`src/rtl/tick_sched_pkg.sv`:
```
// Shared types and widths for the tick scheduler slice.
// Holds the config FSM encoding, channel-index width and default counter width.
package tick_sched_pkg;

    typedef enum logic {
        IDLE = 1'b0,
        PEND = 1'b1
    } cfg_state_t;

    localparam int CH_W      = 4;
    localparam int CNT_W_DEF = 26;

endpackage

```
`src/rtl/tick_scheduler_if.sv`:
```
// Divisor configuration port: valid/ready request plus error pulse back to the requester.
// The master drives the request fields; the slave (scheduler) returns ready and err.
interface tick_scheduler_if
    import tick_sched_pkg::*;
#(
    parameter int CNT_W = CNT_W_DEF
);
    logic             cfg_valid;
    logic             cfg_ready;
    logic [CH_W-1:0]  cfg_ch;
    logic [CNT_W-1:0] cfg_div;
    logic             cfg_err;

    modport master (output cfg_valid, cfg_ch, cfg_div, input cfg_ready, cfg_err);
    modport slave  (input cfg_valid, cfg_ch, cfg_div, output cfg_ready, cfg_err);
endinterface

```
`src/rtl/tick_channel.sv`:
```
// One tick channel: divisor register, wrap counter, registered tick and optional square wave.
// Latency: tick one cycle after the wrap edge; load restarts the count from 0. No backpressure.
// TICK_SCHED_SQUARE_EN builds the sq toggle flop; otherwise sq is tied low.
module tick_channel
    import tick_sched_pkg::*;
#(
    parameter int          CNT_W       = CNT_W_DEF,
    parameter int unsigned DEFAULT_DIV = 50_000_000
) (
    input  logic             clk,
    input  logic             rst_n,
    input  logic             run,
    input  logic             load,
    input  logic [CNT_W-1:0] load_div,
    output logic             wrap,
    output logic             div_zero,
    output logic             tick,
    output logic             sq
);
    logic [CNT_W-1:0] cnt;
    logic [CNT_W-1:0] div;

    assign div_zero = (div == '0);
    assign wrap     = run && !div_zero && (cnt == div - CNT_W'(1));

    always_ff @(posedge clk) begin
        if (!rst_n) begin
            cnt  <= '0;
            div  <= CNT_W'(DEFAULT_DIV);
            tick <= 1'b0;
        end else begin
            // The old period's tick is still emitted when a load lands on a wrap.
            tick <= wrap;
            if (load) begin
                div <= load_div;
                cnt <= '0;
            end else if (run && !div_zero) begin
                cnt <= wrap ? '0 : cnt + CNT_W'(1);
            end
        end
    end

`ifdef TICK_SCHED_SQUARE_EN
    always_ff @(posedge clk) begin
        if (!rst_n) begin
            sq <= 1'b0;
        end else if (wrap) begin
            sq <= ~sq;
        end
    end
`else
    assign sq = 1'b0;
`endif

endmodule

```
`src/rtl/tick_scheduler.sv`:
```
// Per-channel clock-enable tick generator with runtime divisors applied at the channel's next wrap.
// Latency: ticks registered; config accepted in one cycle, applied within D_old cycles.
// Backpressure: cfg_ready low while a request is pending. Macro TICK_SCHED_SQUARE_EN enables sq.
module tick_scheduler
    import tick_sched_pkg::*;
#(
    parameter int          N_CH        = 4,
    parameter int          CNT_W       = CNT_W_DEF,
    parameter int unsigned DEFAULT_DIV = 50_000_000
) (
    input  logic            clk,
    input  logic            rst_n,
    input  logic            run,
    tick_scheduler_if.slave cfg,
    output logic [N_CH-1:0] tick,
    output logic [N_CH-1:0] sq
);
    cfg_state_t       state, state_nxt;
    logic [CH_W-1:0]  pend_ch;
    logic [CNT_W-1:0] pend_div;
    logic             err_q;
    logic             cfg_ready_c;
    logic [N_CH-1:0]  wrap, div_zero, load;
    logic             ch_ok, tgt_wrap, tgt_zero, apply;

    assign ch_ok = ({1'b0, cfg.cfg_ch} < (CH_W+1)'(N_CH));

    always_comb begin
        tgt_wrap = 1'b0;
        tgt_zero = 1'b0;
        for (int i = 0; i < N_CH; i++) begin
            if (pend_ch == CH_W'(i)) begin
                tgt_wrap = wrap[i];
                tgt_zero = div_zero[i];
            end
        end
    end

    // A stopped or disabled target never wraps, so it takes the new divisor at once.
    assign apply = (state == PEND) && (tgt_wrap || tgt_zero || !run);

    always_ff @(posedge clk) begin
        if (!rst_n) begin
            state <= IDLE;
        end else begin
            state <= state_nxt;
        end
    end

    always_comb begin
        state_nxt = state;
        case (state)
            IDLE:    if (cfg.cfg_valid && ch_ok) state_nxt = PEND;
            PEND:    if (apply)                  state_nxt = IDLE;
            default: state_nxt = IDLE;
        endcase
    end

    always_comb begin
        cfg_ready_c = (state == IDLE);
        load        = '0;
        for (int i = 0; i < N_CH; i++) begin
            load[i] = apply && (pend_ch == CH_W'(i));
        end
    end

    always_ff @(posedge clk) begin
        if (!rst_n) begin
            pend_ch  <= '0;
            pend_div <= '0;
            err_q    <= 1'b0;
        end else begin
            err_q <= cfg_ready_c && cfg.cfg_valid && !ch_ok;
            if (cfg_ready_c && cfg.cfg_valid && ch_ok) begin
                pend_ch  <= cfg.cfg_ch;
                pend_div <= cfg.cfg_div;
            end
        end
    end

    assign cfg.cfg_ready = cfg_ready_c;
    assign cfg.cfg_err   = err_q;

    for (genvar g = 0; g < N_CH; g++) begin : g_ch
        tick_channel #(
            .CNT_W      (CNT_W),
            .DEFAULT_DIV(DEFAULT_DIV)
        ) u_ch (
            .clk     (clk),
            .rst_n   (rst_n),
            .run     (run),
            .load    (load[g]),
            .load_div(pend_div),
            .wrap    (wrap[g]),
            .div_zero(div_zero[g]),
            .tick    (tick[g]),
            .sq      (sq[g])
        );
    end

endmodule

```
`src/flat_wrapper.sv`:
```
// flat-port wrapper written by rule: the top's interface ports become plain ports
module tick_scheduler_flat import tick_sched_pkg::*;
#(
    parameter int          N_CH        = 4,
    parameter int          CNT_W       = CNT_W_DEF,
    parameter int unsigned DEFAULT_DIV = 50_000_000
)
  (clk, rst_n, run, tick, sq, cfg_cfg_valid, cfg_cfg_ch, cfg_cfg_div, cfg_cfg_ready, cfg_cfg_err);
  tick_scheduler_if #(.CNT_W(CNT_W)) cfg_i ();
  input  logic clk;
  input  logic rst_n;
  input  logic run;
  output logic [N_CH-1:0] tick;
  output logic [N_CH-1:0] sq;
  input wire logic [$bits(cfg_i.cfg_valid)-1:0] cfg_cfg_valid;
  input wire logic [$bits(cfg_i.cfg_ch)-1:0] cfg_cfg_ch;
  input wire logic [$bits(cfg_i.cfg_div)-1:0] cfg_cfg_div;
  output wire logic [$bits(cfg_i.cfg_ready)-1:0] cfg_cfg_ready;
  output wire logic [$bits(cfg_i.cfg_err)-1:0] cfg_cfg_err;
  assign cfg_i.cfg_valid = cfg_cfg_valid;
  assign cfg_i.cfg_ch = cfg_cfg_ch;
  assign cfg_i.cfg_div = cfg_cfg_div;
  assign cfg_cfg_ready = cfg_i.cfg_ready;
  assign cfg_cfg_err = cfg_i.cfg_err;
  tick_scheduler #(.N_CH(N_CH), .CNT_W(CNT_W), .DEFAULT_DIV(DEFAULT_DIV)) u_core (.clk(clk), .rst_n(rst_n), .run(run), .cfg(cfg_i), .tick(tick), .sq(sq));
endmodule
```
`config.mk`:
```
export PLATFORM = sky130hd
export DESIGN_NAME = tick_scheduler_flat
export DESIGN_NICKNAME = d
export VERILOG_FILES = /design/src/rtl/tick_sched_pkg.sv /design/src/rtl/tick_scheduler_if.sv /design/src/rtl/tick_channel.sv /design/src/rtl/tick_scheduler.sv /design/src/flat_wrapper.sv
export SDC_FILE = /design/constraint.sdc
export NUM_CORES = 1
export LEC_CHECK = 0
export ABC_AREA = 1
export CAP_MARGIN = 20
export CELL_PAD_IN_SITES_DETAIL_PLACEMENT = 0
export CELL_PAD_IN_SITES_GLOBAL_PLACEMENT = 1
export CORE_MARGIN = 1.5
export CORE_UTILIZATION = 42
export CTS_CLUSTER_SIZE = 16
export DETAILED_ROUTE_END_ITERATION = 8
export DONT_BUFFER_PORTS = 1
export PLACE_DENSITY = 0.76
export SLEW_MARGIN = 25
export SYNTH_ARGS = -nofsm -noshare
export SYNTH_HDL_FRONTEND = slang
export SYNTH_HIERARCHICAL = 1
export SYNTH_SLANG_ARGS = --single-unit
```
`constraint.sdc`:
```
create_clock -name clk -period 3.1 [get_ports clk]
set_clock_uncertainty 0.2 [all_clocks]
set_input_delay 0.465 -clock clk [delete_from_list [all_inputs] [get_ports clk]]
set_output_delay 0.465 -clock clk [all_outputs]
set_load 0.02 [all_outputs]
```
## Word level (Yosys, flattened, before mapping)

Index checks and enable logic that the tools add are counted.

- Flip-flop bits (word level): 244
- Latch bits: 0
- Memory bits (writable): 0
- Memory bits (read-only): 0
- Input bits: 34
- Logic and storage cells: 83
- Memories: 0

- $add $sub $neg: 8
- Multiply operators: 0
- Divide/modulo/power cells: 0
- $lt $le $gt $ge: 1
- Eq/ne operators: 7
- Shifts and indexed selects: 0
- Muxes and demuxes: 15
- Bitwise gates (word level): 2
- Reductions and logical operators: 34

Operators by type and width:

| kind | count |
|---|---|
| adder 26 x 1 -> 26 bit (second input constant) | 4 |
| == test 26 bit | 4 |
| logical NOT 26 bit | 4 |
| two-way mux 26 bit | 4 |
| subtractor 26 x 1 -> 26 bit (second input constant) | 4 |
| logical AND 1 bit | 17 |
| two-way mux 1 bit | 10 |
| == test 4 x 2 -> 1 bit (second input constant) | 2 |
| OR reduction 2 bit | 4 |
| logical NOT 1 bit | 6 |
| == test 4 x 1 -> 1 bit (second input constant) | 1 |
| logical NOT 4 bit | 1 |
| less-than comparator 4 x 3 -> 1 bit (second input constant) | 1 |
| logical OR 1 bit | 2 |
| inverter 1 bit | 2 |
| one-hot mux 1 bit (2 select lines) | 1 |

## Logic depth before layout (Yosys ltp)

- Depth in word-level cells: 13
- Depth in mapped cells: 30

## Cells and area by module

The synthesis kept the hierarchy.

By module, submodules not included:

| module | times used | cells each | area an instance (um^2) | sequential area each (um^2) |
|---|---|---|---|---|
| tick_channel at u_core.g_ch[0].u_ch ... | 3 | 617 | 3,757.4 | 1,061.0 |
| tick_channel at u_core.g_ch[3].u_ch | 1 | 608 | 3,787.4 | 1,061.0 |
| tick_scheduler | 1 | 171 | 1,241.2 | 640.6 |

## Worst setup path after synthesis

Ideal clock, no wire load.

- Kind: register -> register
- Start point: register u_core.g_ch[3].u_ch.div[0]
- End point: register u_core.g_ch[0].u_ch.cnt[12]
- Data arrival time: 3.014 ns
- Required time: 2.836 ns
- Path slack: -0.179 ns
- Stages on the path, launching flop included: 29
- Path buffers: 2
- Cells stage by stage: dfxtp_1 inv_1 ha_1 nand2_2 nor2_8 nand2_4 clkinv_1 nand2_1 nand2_1 nand2_1 nand2_1 nor2_1 nand2_1 nor2_2 nand2_2 buf_6 inv_1 inv_1 nand2_1 nand3_1 nand2_1 nor2_1 nand2_1 nand2_1 nor2_1 nor2_1 clkbuf_1 o21ai_0 nor2_1

- Word-level cells in the longest chain between the ends: 10

Ends and longest elaborated chain:

| element | RTL line | RTL |
|---|---|---|
| from (decl) | tick_channel.sv:21 | `logic [CNT_W-1:0] div;` |
| from (signal assigned) | tick_channel.sv:29 | `div <= CNT_W'(DEFAULT_DIV);` |
| from (signal assigned) | tick_channel.sv:35 | `div <= load_div;` |
| branches (longest 3 deep; another with subtractor 26 x 1 -> 26 bit) | n/a |  |
| logical AND 1 bit (*) | tick_channel.sv:24 | `assign wrap = run && !div_zero && (cnt == div - CNT_W'(1));` |
| via u_core.wrap[3] | tick_scheduler.sv:23 | `logic [N_CH-1:0] wrap, div_zero, load;` |
| two-way mux 1 bit (*) | tick_scheduler.sv:32 | `if (pend_ch == CH_W'(i)) begin` |
| logical OR 1 bit (*) (2 in a row) | tick_scheduler.sv:40 | `assign apply = (state == PEND) && (tgt_wrap \|\| tgt_zero \|\| !run);` |
| logical AND 1 bit (*) | tick_scheduler.sv:40 |  |
| logical AND 1 bit (*) | tick_scheduler.sv:63 | `load[i] = apply && (pend_ch == CH_W'(i));` |
| via u_core.load[0] | tick_scheduler.sv:23 |  |
| OR reduction 2 bit (no line) (*) | n/a |  |
| to (signal assigned) | tick_channel.sv:38 | `cnt <= wrap ? '0 : cnt + CNT_W'(1);` |
| to (decl) | tick_channel.sv:20 | `logic [CNT_W-1:0] cnt;` |

Mark *: on every way through the listed nets, which the timed path passes.
A chain may end at the register's enable or synchronous reset.

## Worst setup path after layout

- Start point: register u_core.g_ch[0].u_ch.div[1]
- End point: register u_core.g_ch[3].u_ch.cnt[1]

- Word-level cells in the longest chain between the ends: 13

Ends and longest elaborated chain:

| element | RTL line |
|---|---|
| from (decl) | tick_channel.sv:21 |
| from (signal assigned) | tick_channel.sv:29 |
| from (signal assigned) | tick_channel.sv:35 |
| branches (longest 3 deep; another with subtractor 26 x 1 -> 26 bit) | n/a |
| logical AND 1 bit (*) | tick_channel.sv:24 |
| via u_core.wrap[0] | tick_scheduler.sv:23 |
| two-way mux 1 bit (*) (4 in a row) | tick_scheduler.sv:32 |
| logical OR 1 bit (*) (2 in a row) | tick_scheduler.sv:40 |
| logical AND 1 bit (*) | tick_scheduler.sv:40 |
| logical AND 1 bit (*) | tick_scheduler.sv:63 |
| via u_core.load[3] | tick_scheduler.sv:23 |
| OR reduction 2 bit (no line) (*) | n/a |
| to (signal assigned) | tick_channel.sv:38 |
| to (decl) | tick_channel.sv:20 |

Marks and branches as above.

==> key figures <==
Min path
  – HP Class: input port to flop
  – Hold Startpoint: rst_n

STA
  – RSZ-0062 raised after global routing: yes
  – Final Hold Violating Endpoints: 0
  – Slew @ Worst Pin: 612.5 ps
  – Final critical-path required period: 3306 ps
  – Setup Viol. Count Final: 201
  – Max-Slew Margin vs Limit: 0.5885
  – FMAX: 302.5 MHz
  – Slew Viols, Final: 0
  – Worst setup margin: -205.6 ps
  – Post-route clock period utilization: 1.066

Cells and area
  – N_diodes: 0
  – Final Util: 0.6142
  – Most common cell after layout, fill and taps aside: nand2_1
  – Register Area: 4903 um^2
  – Layout cell share with drive strength beyond 1: 0.2920
  – # fillers: 3614
  – Most frequent cells in the layout: nand2_1, buf_4, nor2_1
  – # nets final: 3232
  – Synth-to-layout area growth: 42.93%
  – Combined area of the multi-input logic cells: 10810 um^2

Route
  – Vias/cell: 5.004
  – DRT iter0 DRCs: 1020
  – DRT antenna net count: 0
  – Wirelength per Cell: 15.33 um
  – WL final: 56980 um
  – Total number of vias: 18600
  – DRC: 0
  – DRT Pass-1 Iters: 7

Critical path
  – Crit-path max FO: 5
  – Crit-path slowest cell: dfxtp_2
  – Worst Setup SP: u_core/g_ch[0].u_ch/div[1]$_SDFFE_PN0P_
  – Nature of the critical path endpoint: flop
  – Crit start category: flop
  – Critical Path Max Stage Delay: 340 ps
  – Worst EP required: 3350 ps
  – Worst Path Arrival: 3560 ps
  – Kind of critical path: flop to flop
  – R2r startpoint: u_core/g_ch[0].u_ch/div[1]$_SDFFE_PN0P_

Floorplan
  – Cell Rows: 71
  – Initial Util: 0.4297
  – Core area: 37930 um^2
  – Die Area: 40000 um^2
  – Die Width: 200.0 um
  – I/O pins: 44
  – Die height: 200.0 um

Placement
  – Worst slack at placement: -535.7 ps
  – Post-DP HPWL: 42760 um
  – GPL Wtd Cong: 0.9436
  – IO Port Bufs: 0

Clock network
  – Clk_lat worst skew: 570 ps
  – CTS tree: done
  – CTS root buf: clkbuf_16
  – Clock H-tree levels: 1
  – Clock buffer depth: 3
  – Clk sink count: 244
  – CTS Buf Count: 29
  – Clock transition at path regs: 60 ps

GRT
  – Grt ovf: 0
  – Vias in the first global route: 17480
  – Largest net degree at the start of global routing: 127
  – GRT Total Usage: 0.2806
  – First-pass GRT wire length: 88170 um
  – Initial antenna violation count: 0

Synthesis
  – Mapped Avg Cell Area: 6.198 um^2
  – Synth Instances: 2630
  – Sequential area share after synthesis: 0.2997
  – Yosys reg bits: 244
  – Mapped Nets: 2676
  – Count of cell types in the netlist: 40
  – Syn. warnings: 6
  – Post-Syn Area: 16300 um^2

Flow run
  – # Max-Cap Violations: 0

Power
  – Pwr dens: 315.5 nW/um^2
  – Maximum VDD drop: 0.0004716 V
  – Static Leak: 10.78 nW

Run status
  – Status: complete, but fails checks
  – Failing checks: negative setup slack
## worst max-delay path: cells and delay by family, from the launching register on
family / cells / cell delay, ps
adder cells (fa/ha/maj): 1 / 170
buffers and inverters: 8 / 750
flip-flops: 1 / 340
AND/OR/NAND/NOR: 20 / 1720
## logic make-up (layout without fill, tap and decap cells)
logic type | Yosys count | count (layout) | synth area share
buffers and inverters | 356 | 930 | 0.09004
AO/OA/AOI/OAI | 210 | 210 | 0.06655
XOR/XNOR | 138 | 138 | 0.07753
adder cells (fa/ha/maj) | 12 | 12 | 0.009211
AND/OR/NAND/NOR | 1666 | 1668 | 0.4561
flip-flops | 244 | 244 | 0.2997
other | 4 | 4 | 0.0009208
## stage by stage
stage	cell area, um^2	total power [mW]	setup TNS [ps]	hold WS (ps)	instances
finish	23300	7.351	-21810	33.23	3717
global route	23300	7.612	-61680	6.897	3717
floorplan	16320	3.573	-69.20	249.1	2630
global placement	20300	3.756	-55250	253.9	3562
CTS	22800	7.372	-3956	-212.8	3704
detailed placement	20300	3.767	-68130	261.5	3562
## worst paths after layout
path / to / slack (ps) / cells past startpoint
max: u_core/g_ch[3].u_ch/cnt[1]$_SDFFE_PP0P_ / -210 / 29
min: u_core/g_ch[1].u_ch/tick$_SDFF_PN0_ / 30 / 2
max reg2reg: u_core/g_ch[3].u_ch/cnt[1]$_SDFFE_PP0P_ / -210 / 29
min reg2reg: u_core/g_ch[2].u_ch/div[15]$_SDFFE_PN1P_ / 310 / 2
## per-layer routing
layer  GRT usage  wire, um  vias to the layer above
li1            -         -                     9410
met3     0.03898      3271                      106
met1      0.3622     24900                     8615
met5           0         0                        -
met4     0.09217      1811                        0
met2      0.4807     27000                      469
## flip-flops by register name, indices dropped and copies added (netlist names)
signal,cells
u_core/g_ch.u_ch/tick,4
u_core/g_ch.u_ch/div,104
u_core/state,1
u_core/pend_ch,4
u_core/cfg.cfg_err,1
u_core/pend_div,26
u_core/g_ch.u_ch/cnt,104
## cells in the mapped netlist (all sizes together)
master / n / area [um^2]
xnor3: 4 / 90.09
and2: 3 / 18.77
o22ai: 1 / 6.260
dfxtp: 244 / 4885
o21ai: 139 / 703.2
a21oi: 60 / 300.3
buf: 17 / 192.7
xnor2: 48 / 420.4
nor4: 4 / 25.02
nor3: 35 / 185.2
nand4: 52 / 331.6
clkinv: 2 / 7.510
o21bai: 10 / 75.07
xor2: 86 / 753.2
clkbuf: 37 / 138.9
inv: 300 / 1129
nand3: 247 / 1274
or2: 3 / 18.77
conb: 4 / 15.01
nor2: 560 / 2474
nand3b: 31 / 236.5
nand2: 731 / 2872
ha: 12 / 150.1
## power breakdown
group          switching [mW]  internal [mW]
Sequential             0.0861           3.18
Clock                    1.39           2.06
Combinational           0.330          0.303
Total                    1.81           5.54
## cell type report
cell class                 count  area share
timing repair buffer         577      0.2077
multi-input combinational   2032      0.4640
inverter                     302     0.04919
clock buffer                  41     0.03652
clock inverter                10    0.004726
tap                          511     0.02744
sequential                   244      0.2105
## what timing repair did
| action | in CTS | in global routing |
|---|---|---|
| pin swaps | 69 | 75 |
| hold buffers | 52 | 1 |
| setup buffers | 39 | 14 |
| resized for setup | 220 | 109 |
| setup endpoints to repair | 208 | 208 |
| hold endpoints to repair | 124 | 90 |
| cloned | 5 | 1 |
(Power assumes the default switching activity.)
